--- config.mk ---
export PLATFORM = sky130hd
export DESIGN_NAME = integral_image_acc
export DESIGN_NICKNAME = d
export VERILOG_FILES = /design/src/rtl/integral_image_acc.sv
export SDC_FILE = /design/constraint.sdc
export NUM_CORES = 1
export LEC_CHECK = 0
export ABC_AREA = 1
export CAP_MARGIN = 5
export CORE_MARGIN = 4
export CORE_UTILIZATION = 60
export CTS_BUF_LIST = sky130_fd_sc_hd__clkbuf_16
export CTS_CLUSTER_DIAMETER = 80
export CTS_CLUSTER_SIZE = 8
export DETAILED_ROUTE_END_ITERATION = 8
export PLACE_DENSITY = 0.76
export SYNTH_ARGS = -nofsm -noshare
export SYNTH_HDL_FRONTEND = slang
export SYNTH_SLANG_ARGS = --single-unit
export TNS_END_PERCENT = 50
--- constraint.sdc ---
create_clock -name clk -period 6.2 [get_ports clk]
set_clock_uncertainty 0.05 [all_clocks]
set_input_delay 1.55 -clock clk [delete_from_list [all_inputs] [get_ports clk]]
set_output_delay 1.55 -clock clk [all_outputs]
set_load 0.005 [all_outputs]
--- src/rtl/integral_image_acc.sv ---
// Streaming integral-image generator: one integral value per raster-order pixel,
// built from a running row sum plus a one-row line memory of previous-row integrals.
module integral_image_acc #(
    parameter int IMG_WIDTH  = 40,
    parameter int IMG_HEIGHT = 30,
    parameter int DIN        = 8,
    parameter int DOUT       = 19
) (
    input  logic            clk,
    input  logic            rst,
    input  logic [DIN-1:0]  din_data,
    input  logic            din_valid,
    output logic            din_ready,
    output logic [DOUT:0]   dout_data,
    output logic            dout_valid,
    input  logic            dout_ready
);

    localparam int XW = (IMG_WIDTH  > 1) ? $clog2(IMG_WIDTH)  : 1;
    localparam int YW = (IMG_HEIGHT > 1) ? $clog2(IMG_HEIGHT) : 1;
    localparam logic [XW-1:0] X_LAST = XW'(IMG_WIDTH - 1);
    localparam logic [YW-1:0] Y_LAST = YW'(IMG_HEIGHT - 1);

    logic [XW-1:0]   x;
    logic [YW-1:0]   y;
    logic [DOUT-1:0] row_sum;
    logic [DOUT-1:0] line_mem [IMG_WIDTH];

    logic            accept;
    logic            x_last;
    logic            y_last;
    logic            frame_last;
    logic [DOUT-1:0] rs;
    logic [DOUT-1:0] above;
    logic [DOUT-1:0] ii;

    // Single output register: a new pixel may enter only if that register frees up.
    assign din_ready  = !dout_valid || dout_ready;
    assign accept     = din_valid && din_ready;
    assign x_last     = (x == X_LAST);
    assign y_last     = (y == Y_LAST);
    assign frame_last = x_last && y_last;

    always_comb begin
        // NOTE: every combinational output gets a default first, so no path can infer a latch.
        rs    = DOUT'(din_data);
        above = '0;
        if (x != '0) begin
            rs = row_sum + DOUT'(din_data);
        end
        if (y != '0) begin
            above = line_mem[x];
        end
        ii = rs + above;
    end

    always_ff @(posedge clk) begin
        if (rst) begin
            x          <= '0;
            y          <= '0;
            row_sum    <= '0;
            dout_data  <= '0;
            dout_valid <= 1'b0;
        end else begin
            // NOTE: sequential state uses non-blocking assignments so every register samples pre-edge values.
            if (accept) begin
                row_sum    <= rs;
                dout_data  <= {frame_last, ii};
                dout_valid <= 1'b1;
                if (x_last) begin
                    x <= '0;
                    y <= y_last ? '0 : y + 1'b1;
                end else begin
                    x <= x + 1'b1;
                end
            end else if (dout_ready) begin
                dout_valid <= 1'b0;
            end
        end
    end

    // NOTE: the line memory has no reset; row 0 masks its contents, so stale data is never used.
    // The combinational read above sees the old entry, so this write only affects the next row.
    always_ff @(posedge clk) begin
        if (accept) begin
            line_mem[x] <= ii;
        end
    end

endmodule

==> impl_metrics.tcl, run 1 <==
set metrics [dict create \
    grt_max_degree 135 \
    rows 86 \
    htreeDepth 3 \
    synth_edf_count 760 \
    antenna_found_initial 1 \
    firstError "Error: net295 1 pin not visited #guides = 685" \
    place_inst 3570 \
    grt_overflow_total 0 \
    dieHeight_microns 245 \
    track_usage_pct 31.7 \
    cts_buffers 112 \
    dp_hpwl_mm 53.7 \
    synth_seq_cells 817 \
    synth_area_sq_um 33700 \
    ys_types 41 \
    cts.sinks 817 \
    yosysWarnings 0 \
    yosysSeqAreaShare_pct 71.0 \
    syn-instance-count 2846 \
    io_buffers 33 \
    synth_ff_type "edfxtp_1" \
    stop_stage "5_2_route" \
    cts_root_buf "clkbuf_16" \
    postSynthAreaPerCell_sq_um 11.9 \
    post_cts_buffers 0 \
    clock_path_buffers 3 \
    grt_pass1_wl_mm 143 \
    gp_congestion 0.943 \
    initial_core_util_pct 60.9 \
    io_pins 34 \
    hold_buffers 0 \
    post-place-ws_ps 169 \
    cts.repair.resized 0 \
    grt_pass1_vias 23791 \
    async_reset_ff_share_pct 0 \
    syn_nets 2891 \
    status "stopped before the end" \
    die_x_microns 245 \
]
synth_stat cells, types with 21 or more instances:
cell	count	area (sq um)
a21oi_1	57	285
o22ai_1	194	1210
nand3_1	81	405
o21ai_0	467	2340
buf_2	41	205
dfxtp_1	57	1140
nor2_1	547	2050
o21ai_1	39	195
buf_4	21	158
inv_1	86	323
clkbuf_1	101	379
ha_1	31	388
edfxtp_1	760	22800
nor3_1	24	120
nand2_1	234	878
kinds of logic after synthesis:
| group | Yosys count | share of synthesized area (%) |
|---|---|---|
| compound gates | 798 | 12.9 |
| buf+inv | 269 | 3.60 |
| fa+ha+maj | 33 | 1.27 |
| flops | 817 | 71.0 |
| xor+xnor | 19 | 0.493 |
| simple gates | 910 | 10.7 |
per-layer routing:
metal and track usage [%]:
met5 0, met4 15.2, met3 7.42, met2 50.9, met1 41.4
through the flow:
step                cell area, sq um  hold slack [ps]
floorplan                      33700              412
global placement               35600              411
detailed placement             35600              422
CTS                            38700              431
global route                   38700              449
==> run 2, diff against run 1 <==
CORE_UTILIZATION = 40   (was 60)
CTS_BUF_LIST = unset   (was sky130_fd_sc_hd__clkbuf_16)
CTS_CLUSTER_DIAMETER = unset   (was 80)
CTS_CLUSTER_SIZE = unset   (was 8)
PLACE_DENSITY = unset   (was 0.76)
PLACE_DENSITY_LB_ADDON = 0.15   (was unset)
==> impl_metrics.tcl, run 2 <==
set metrics [dict create \
    status "complete, no violations" \
    synth.most_common_cell "edfxtp_1" \
    path_clk_slew_ps 60 \
    synth_simple_gate_area_share_pct 10.7 \
    drtIter0Drc 2421 \
    drive_above_1_share_pct 10.2 \
    clock_path_buffers 3 \
    async_reset_ff_share_pct 0 \
    wl_per_cell_microns 24.8 \
    netSwitchingPower_w 0.00311 \
    relSlewSlack_pct 27.2 \
    drv_cap 0 \
    yosys-top-cells-area "edfxtp_1 68%, o21ai_0 6.9%, nor2_1 6.1%" \
    ys_types 41 \
    dp_hpwl_mm 57.4 \
    cts_root_buf "clkbuf_16" \
    min_period_ps 5580 \
    cts_buffers 85 \
    cts.repair.resized 0 \
    tns_ps 0 \
    seq_power_share_pct 50.0 \
    synth_top_cell_by_area "edfxtp_1" \
    multiInputGateArea_sq_um 8970 \
    p_sw_share_pct 24.9 \
    hold_buffers 0 \
    n_antenna_cell 0 \
    required_ps 6430 \
    insertion_delay_ps 650 \
    p_int_w 0.00938 \
    post-place-ws_ps 137 \
    netlist.area_leader.share_pct 67.6 \
    seqCellArea_sq_um 24000 \
    post_cts_buffers 0 \
    start_kind "flop" \
    synthXorXnorAreaFrac_pct 0.493 \
    track_usage_pct 22.4 \
    rsz0062_at_grt "no" \
    drt-vias-per-instance 5.65 \
    syn-instance-count 2846 \
    htreeDepth 3 \
    dieArea_sq_um 89100 \
    drc_errors 0 \
    nets 2953 \
    area_growth_pct 15.3 \
    largest_reg_flops 760 \
    comb_power_share_pct 10.4 \
    cts.sinks 817 \
    worst_pin_slew_ps 1090 \
    yosysWarnings 0 \
    layout_commonest_cell "edfxtp_1" \
    top_register "line_mem" \
    fmax_ghz 0.179 \
    crit_type "reg -> reg" \
    synth_edf_count 760 \
    whs_ps 423 \
    postSynthAreaPerCell_sq_um 11.9 \
    dieHeight_microns 298 \
    nFillCells 7502 \
    io_pins 34 \
    p_per_area_nw_per_um2 321 \
    core-area_sq_um 83700 \
    most-common-layout-cells "760 x edfxtp_1, 519 x nor2_1, 467 x o21ai_0, 233 x nand2_1, 194 x o22ai_1" \
    synth_top_family_by_area "compound AO/OA/AOI/OAI gates" \
    grt_overflow_total 0 \
    cts_tree "built" \
    synth_ff_type "edfxtp_1" \
    setup_slack_ps 624 \
    hp-class "reg -> reg" \
    period_share_pct 89.9 \
    yosysSeqAreaShare_pct 71.0 \
    grt_pass1_wl_mm 148 \
    grt_max_degree 101 \
    final_max_slew_viol_count 0 \
    synthMuxAreaShare_pct 0 \
    hold_viol 0 \
    synth_common_cells "760 x edfxtp_1, 547 x nor2_1, 467 x o21ai_0" \
    initial_core_util_pct 40.3 \
    io_buffers 33 \
    synth_area_sq_um 33700 \
    top_regs "line_mem: 760 flops, dout_data: 20 flops, row_sum: 19 flops" \
    drtPass1Iterations 5 \
    pwr-share-clk_pct 39.5 \
    synth_fa_ha_area_share_pct 1.27 \
    wl_mm 102 \
    rows 106 \
    synth_seq_cells 817 \
    setup_viol 0 \
    grt_pass1_vias 22104 \
    die_x_microns 298 \
    cp.arrival_ps 5800 \
    critical_path.max_fanout 59 \
    ir_drop_mv 0.245 \
    leakage_nw 13.1 \
    syn_nets 2891 \
    worstSetupEndpointType "flop" \
    synth-compound-area-share_pct 12.9 \
    drt.antenna.violating_nets 0 \
    via_count 23215 \
    antenna_found_initial 2 \
    gp_congestion 0.931 \
]
run 2: cell counts after synthesis:
Identical to the previous run, type by type.
run 2: stage by stage:
| step | instances | utilization (%) | total power (W) | area (sq um) |
|---|---|---|---|---|
| floorplan | 2846 | - | 0.00707 | 33700 |
| global placement | 3955 | 43.3 | 0.00765 | 36200 |
| detailed placement | 3955 | 43.3 | 0.00767 | 36200 |
| CTS | 4111 | 46.5 | 0.0126 | 38900 |
| global route | 4111 | 46.5 | 0.0130 | 38900 |
| finish | 4111 | 46.5 | 0.0125 | 38900 |
run 2: path summary, 6_finish.rpt:
check / startpoint / end / slack [ps] / cells past startpoint
max reg2reg: flop / line_mem[11][12] / 620 / 14
min reg2reg: dout_data[2] / dout_data[2] / 420 / 2
min: dout_data[2] / dout_data[2] / 420 / 2
max: flop / line_mem[11][12] / 620 / 14
run 2: cell type report:
| class | count | area share (%) |
|---|---|---|
| multi-input cells | 1760 | 23.1 |
| repair buffers | 153 | 3.81 |
| inverters | 91 | 0.914 |
| clock inverters | 52 | 1.13 |
| well taps | 1134 | 3.65 |
| flip-flops and latches | 817 | 61.6 |
| clock buffers | 104 | 5.79 |
run 2: kinds of logic (layout without fill, tap and decap cells):
family	Yosys count	after routing
buffers and inverters	269	400
adders and majority gates	33	33
AOI/OAI and AO/OA	798	798
xor gates and xnor gates	19	19
DFF	817	817
and+or+nand+nor	910	910
run 2: worst max-delay path: stages, from the launching register on:
cell and delay (ps):
dfxtp_4 610, inv_8 250, buf_4 370, o21ai_0 240
o22ai_1 100, o211ai_1 180, o21ai_1 180, o21ai_1 570
a21oi_1 290, ha_1 370, fa_2 470, inv_1 140
o211ai_1 150, a21oi_1 360, xor2_4 820
run 2: power by group through the flow:
stage | sequential (W) | clock, W | combinational (W)
after global routing | 0.00625 | 0.00529 | 0.00142
after global placement | 0.00637 | 0 | 0.00128
final | 0.00625 | 0.00494 | 0.00130
after CTS | 0.00625 | 0.00503 | 0.00130
after floorplan | 0.00636 | 0 | 0.000716
after detailed placement | 0.00637 | 0 | 0.00130
run 2: per-layer routing:
metal	routed length, microns	track usage, %	vias to the layer above
li1	-	-	10490
met2	49500	37.4	817
met5	0	0	-
met3	7290	3.71	139
met1	43000	30.8	11769
met4	2340	5.88	0
Note: power is estimated with default switching activity, not from simulation.
==> run 3, diff against run 2 <==
CORE_UTILIZATION = 51   (was 40)
GPL_TIMING_DRIVEN = 0   (was unset)
==> impl_metrics.tcl, run 3 (synthesized netlist as in run 2, its figures left out) <==
set metrics [dict create \
    gp_congestion 1.03 \
    die_x_microns 265 \
    final_max_slew_viol_count 0 \
    seq_power_share_pct 48.4 \
    insertion_delay_ps 630 \
    grt_max_degree 42 \
    drc_errors 0 \
    required_ps 6500 \
    grt_pass1_wl_mm 160 \
    path_clk_slew_ps 60 \
    drt-vias-per-instance 6.24 \
    track_usage_pct 31.3 \
    via_count 24693 \
    dieHeight_microns 265 \
    pwr-share-clk_pct 40.0 \
    p_int_w 0.00964 \
    worstSetupEndpointType "flop" \
    r2r_slack_ps 60 \
    grt_overflow_total 0 \
    io_pins 34 \
    drtIter0Drc 3443 \
    top_regs "line_mem: 760 flops, dout_data: 20 flops, row_sum: 19 flops" \
    relSlewSlack_pct 17.1 \
    status "complete, no violations" \
    wl_mm 112 \
    htreeDepth 3 \
    comb_power_share_pct 11.7 \
    core-area_sq_um 65600 \
    drt.antenna.violating_nets 0 \
    drv_cap 0 \
    timing.rr.end "line_mem[1][13]" \
    n_antenna_cell 0 \
    clock_path_buffers 3 \
    hp-class "reg -> reg" \
    final_core_util_pct 60.1 \
    hold_buffers 0 \
    cts.sinks 817 \
    cpLargestDelayFamily "compound AO/OA/AOI/OAI gates" \
    post_cts_buffers 0 \
    crit_type "reg -> reg" \
    period_share_pct 99.0 \
    cts_tree "built" \
    initial_core_util_pct 51.4 \
    slowest_stage "clkbuf_1" \
    tns_ps 0 \
    drtPass1Iterations 6 \
    place_inst 3806 \
    reg2regPathDepth 18 \
    min_period_ps 6140 \
    dp_hpwl_mm 77.6 \
    ir_drop_mv 0.255 \
    top_register "line_mem" \
    critical_path.max_fanout 33 \
    cp_cell_sequence "buf_2 -> clkbuf_1 -> o21ai_0 -> o22ai_1 -> nor2_1 -> o221ai_1 -> o21ai_1 -> a21oi_1 -> ha_1 -> nand2_1 -> inv_1 -> a21oi_1 -> o21ai_1 -> a21boi_1 -> o21ai_1 -> nand2_1 -> nand2_1 -> buf_16" \
    fmax_ghz 0.163 \
    netSwitchingPower_w 0.00325 \
    start_kind "flop" \
    rows 94 \
    wl_per_cell_microns 28.3 \
    io_buffers 32 \
    path_buf_inv 4 \
    p_per_area_nw_per_um2 327 \
    worst_pin_slew_ps 1240 \
    rsz0062_at_grt "no" \
    dieArea_sq_um 70300 \
    largest_reg_flops 760 \
    p_sw_share_pct 25.2 \
    grt_pass1_vias 23290 \
    min_from "dout_data[2]" \
    hold_viol 0 \
    drive_above_1_share_pct 10.2 \
    leakage_nw 13.4 \
    layout_commonest_cell "edfxtp_1" \
    hold_end "dout_data[2]" \
    slowest_delay_ps 510 \
    area_growth_pct 16.8 \
    setup_viol 0 \
    antenna_found_initial 1 \
    cts.repair.resized 0 \
    nFillCells 5174 \
    most-common-layout-cells "760 x edfxtp_1, 519 x nor2_1, 467 x o21ai_0, 233 x nand2_1, 194 x o22ai_1" \
    cts_buffers 84 \
    cp.arrival_ps 6440 \
    layout.cells.non_filler 3959 \
    whs_path_depth 2 \
    nets 3073 \
    cts_root_buf "clkbuf_16" \
]
-- run 3: cell types whose count changed in the layout (fill, tap and decap cells not counted), sizes merged --
cell and delta:
clkdlybuf4s50 -1, clkinv -17, clkbuf +110, inv +2, buf +20, bufinv +6, clkinvlp -2
-- run 3: area by class of cell --
class	instances	area [sq um]	area share, %
inverters	91	342	0.866
plain buffers	178	875	2.22
repair buffers	96	1380	3.49
clock inverters	41	512	1.30
well taps	864	1080	2.74
flip-flops and latches	817	24000	60.8
clock buffers	112	2260	5.73
multi-input cells	1760	9020	22.9
-- run 3: power groups by stage --
stage	Sequential (W)	Combinational [W]	Clock (W)
finish	0.00623	0.00150	0.00515
global route	0.00624	0.00158	0.00543
CTS	0.00623	0.00147	0.00519
detailed placement	0.00635	0.00146	0
global placement	0.00639	0.00131	0
floorplan	0.00636	0.000716	0
-- run 3: layer usage --
layer	vias to the layer above	routed length, microns	share of wire [%]	track usage [%]
met1	12241	41900	37	41.3
met4	0	6240	5.6	15.1
li1	10735	-	-	-
met2	1451	52800	47	50.6
met5	-	0	0	0
met3	266	11100	9.9	5.93
-- run 3: worst min-delay path, delay by kind of cell (launching register included) --
family / cells / cell delay (ps)
AO/OA/AOI/OAI: 1 / 60
AND/OR/NAND/NOR: 1 / 60
flip-flops: 1 / 310
-- run 3: how the worst max path moves through the flow --
stage	cells after the start	from	end
2_1_floorplan	15	din_data[0]	line_mem[0][12]
3_3_place_gp	16	din_data[0]	line_mem[12][14]
3_5_place_dp	17	din_data[0]	line_mem[8][14]
4_1_cts	17	flop	line_mem[10][14]
5_1_grt	18	flop	line_mem[24][13]
6_report	18	flop	line_mem[1][13]
-- run 3: through the flow --
step	instance area (sq um)	setup WS, ps	total power, W	hold slack, ps
after global routing	39400	34.3	0.0132	445
after detailed placement	36700	-148	0.00781	418
after floorplan	33700	722	0.00707	412
after CTS	39400	291	0.0129	426
final	39400	63.0	0.0129	422
after global placement	35100	-2710	0.00770	412
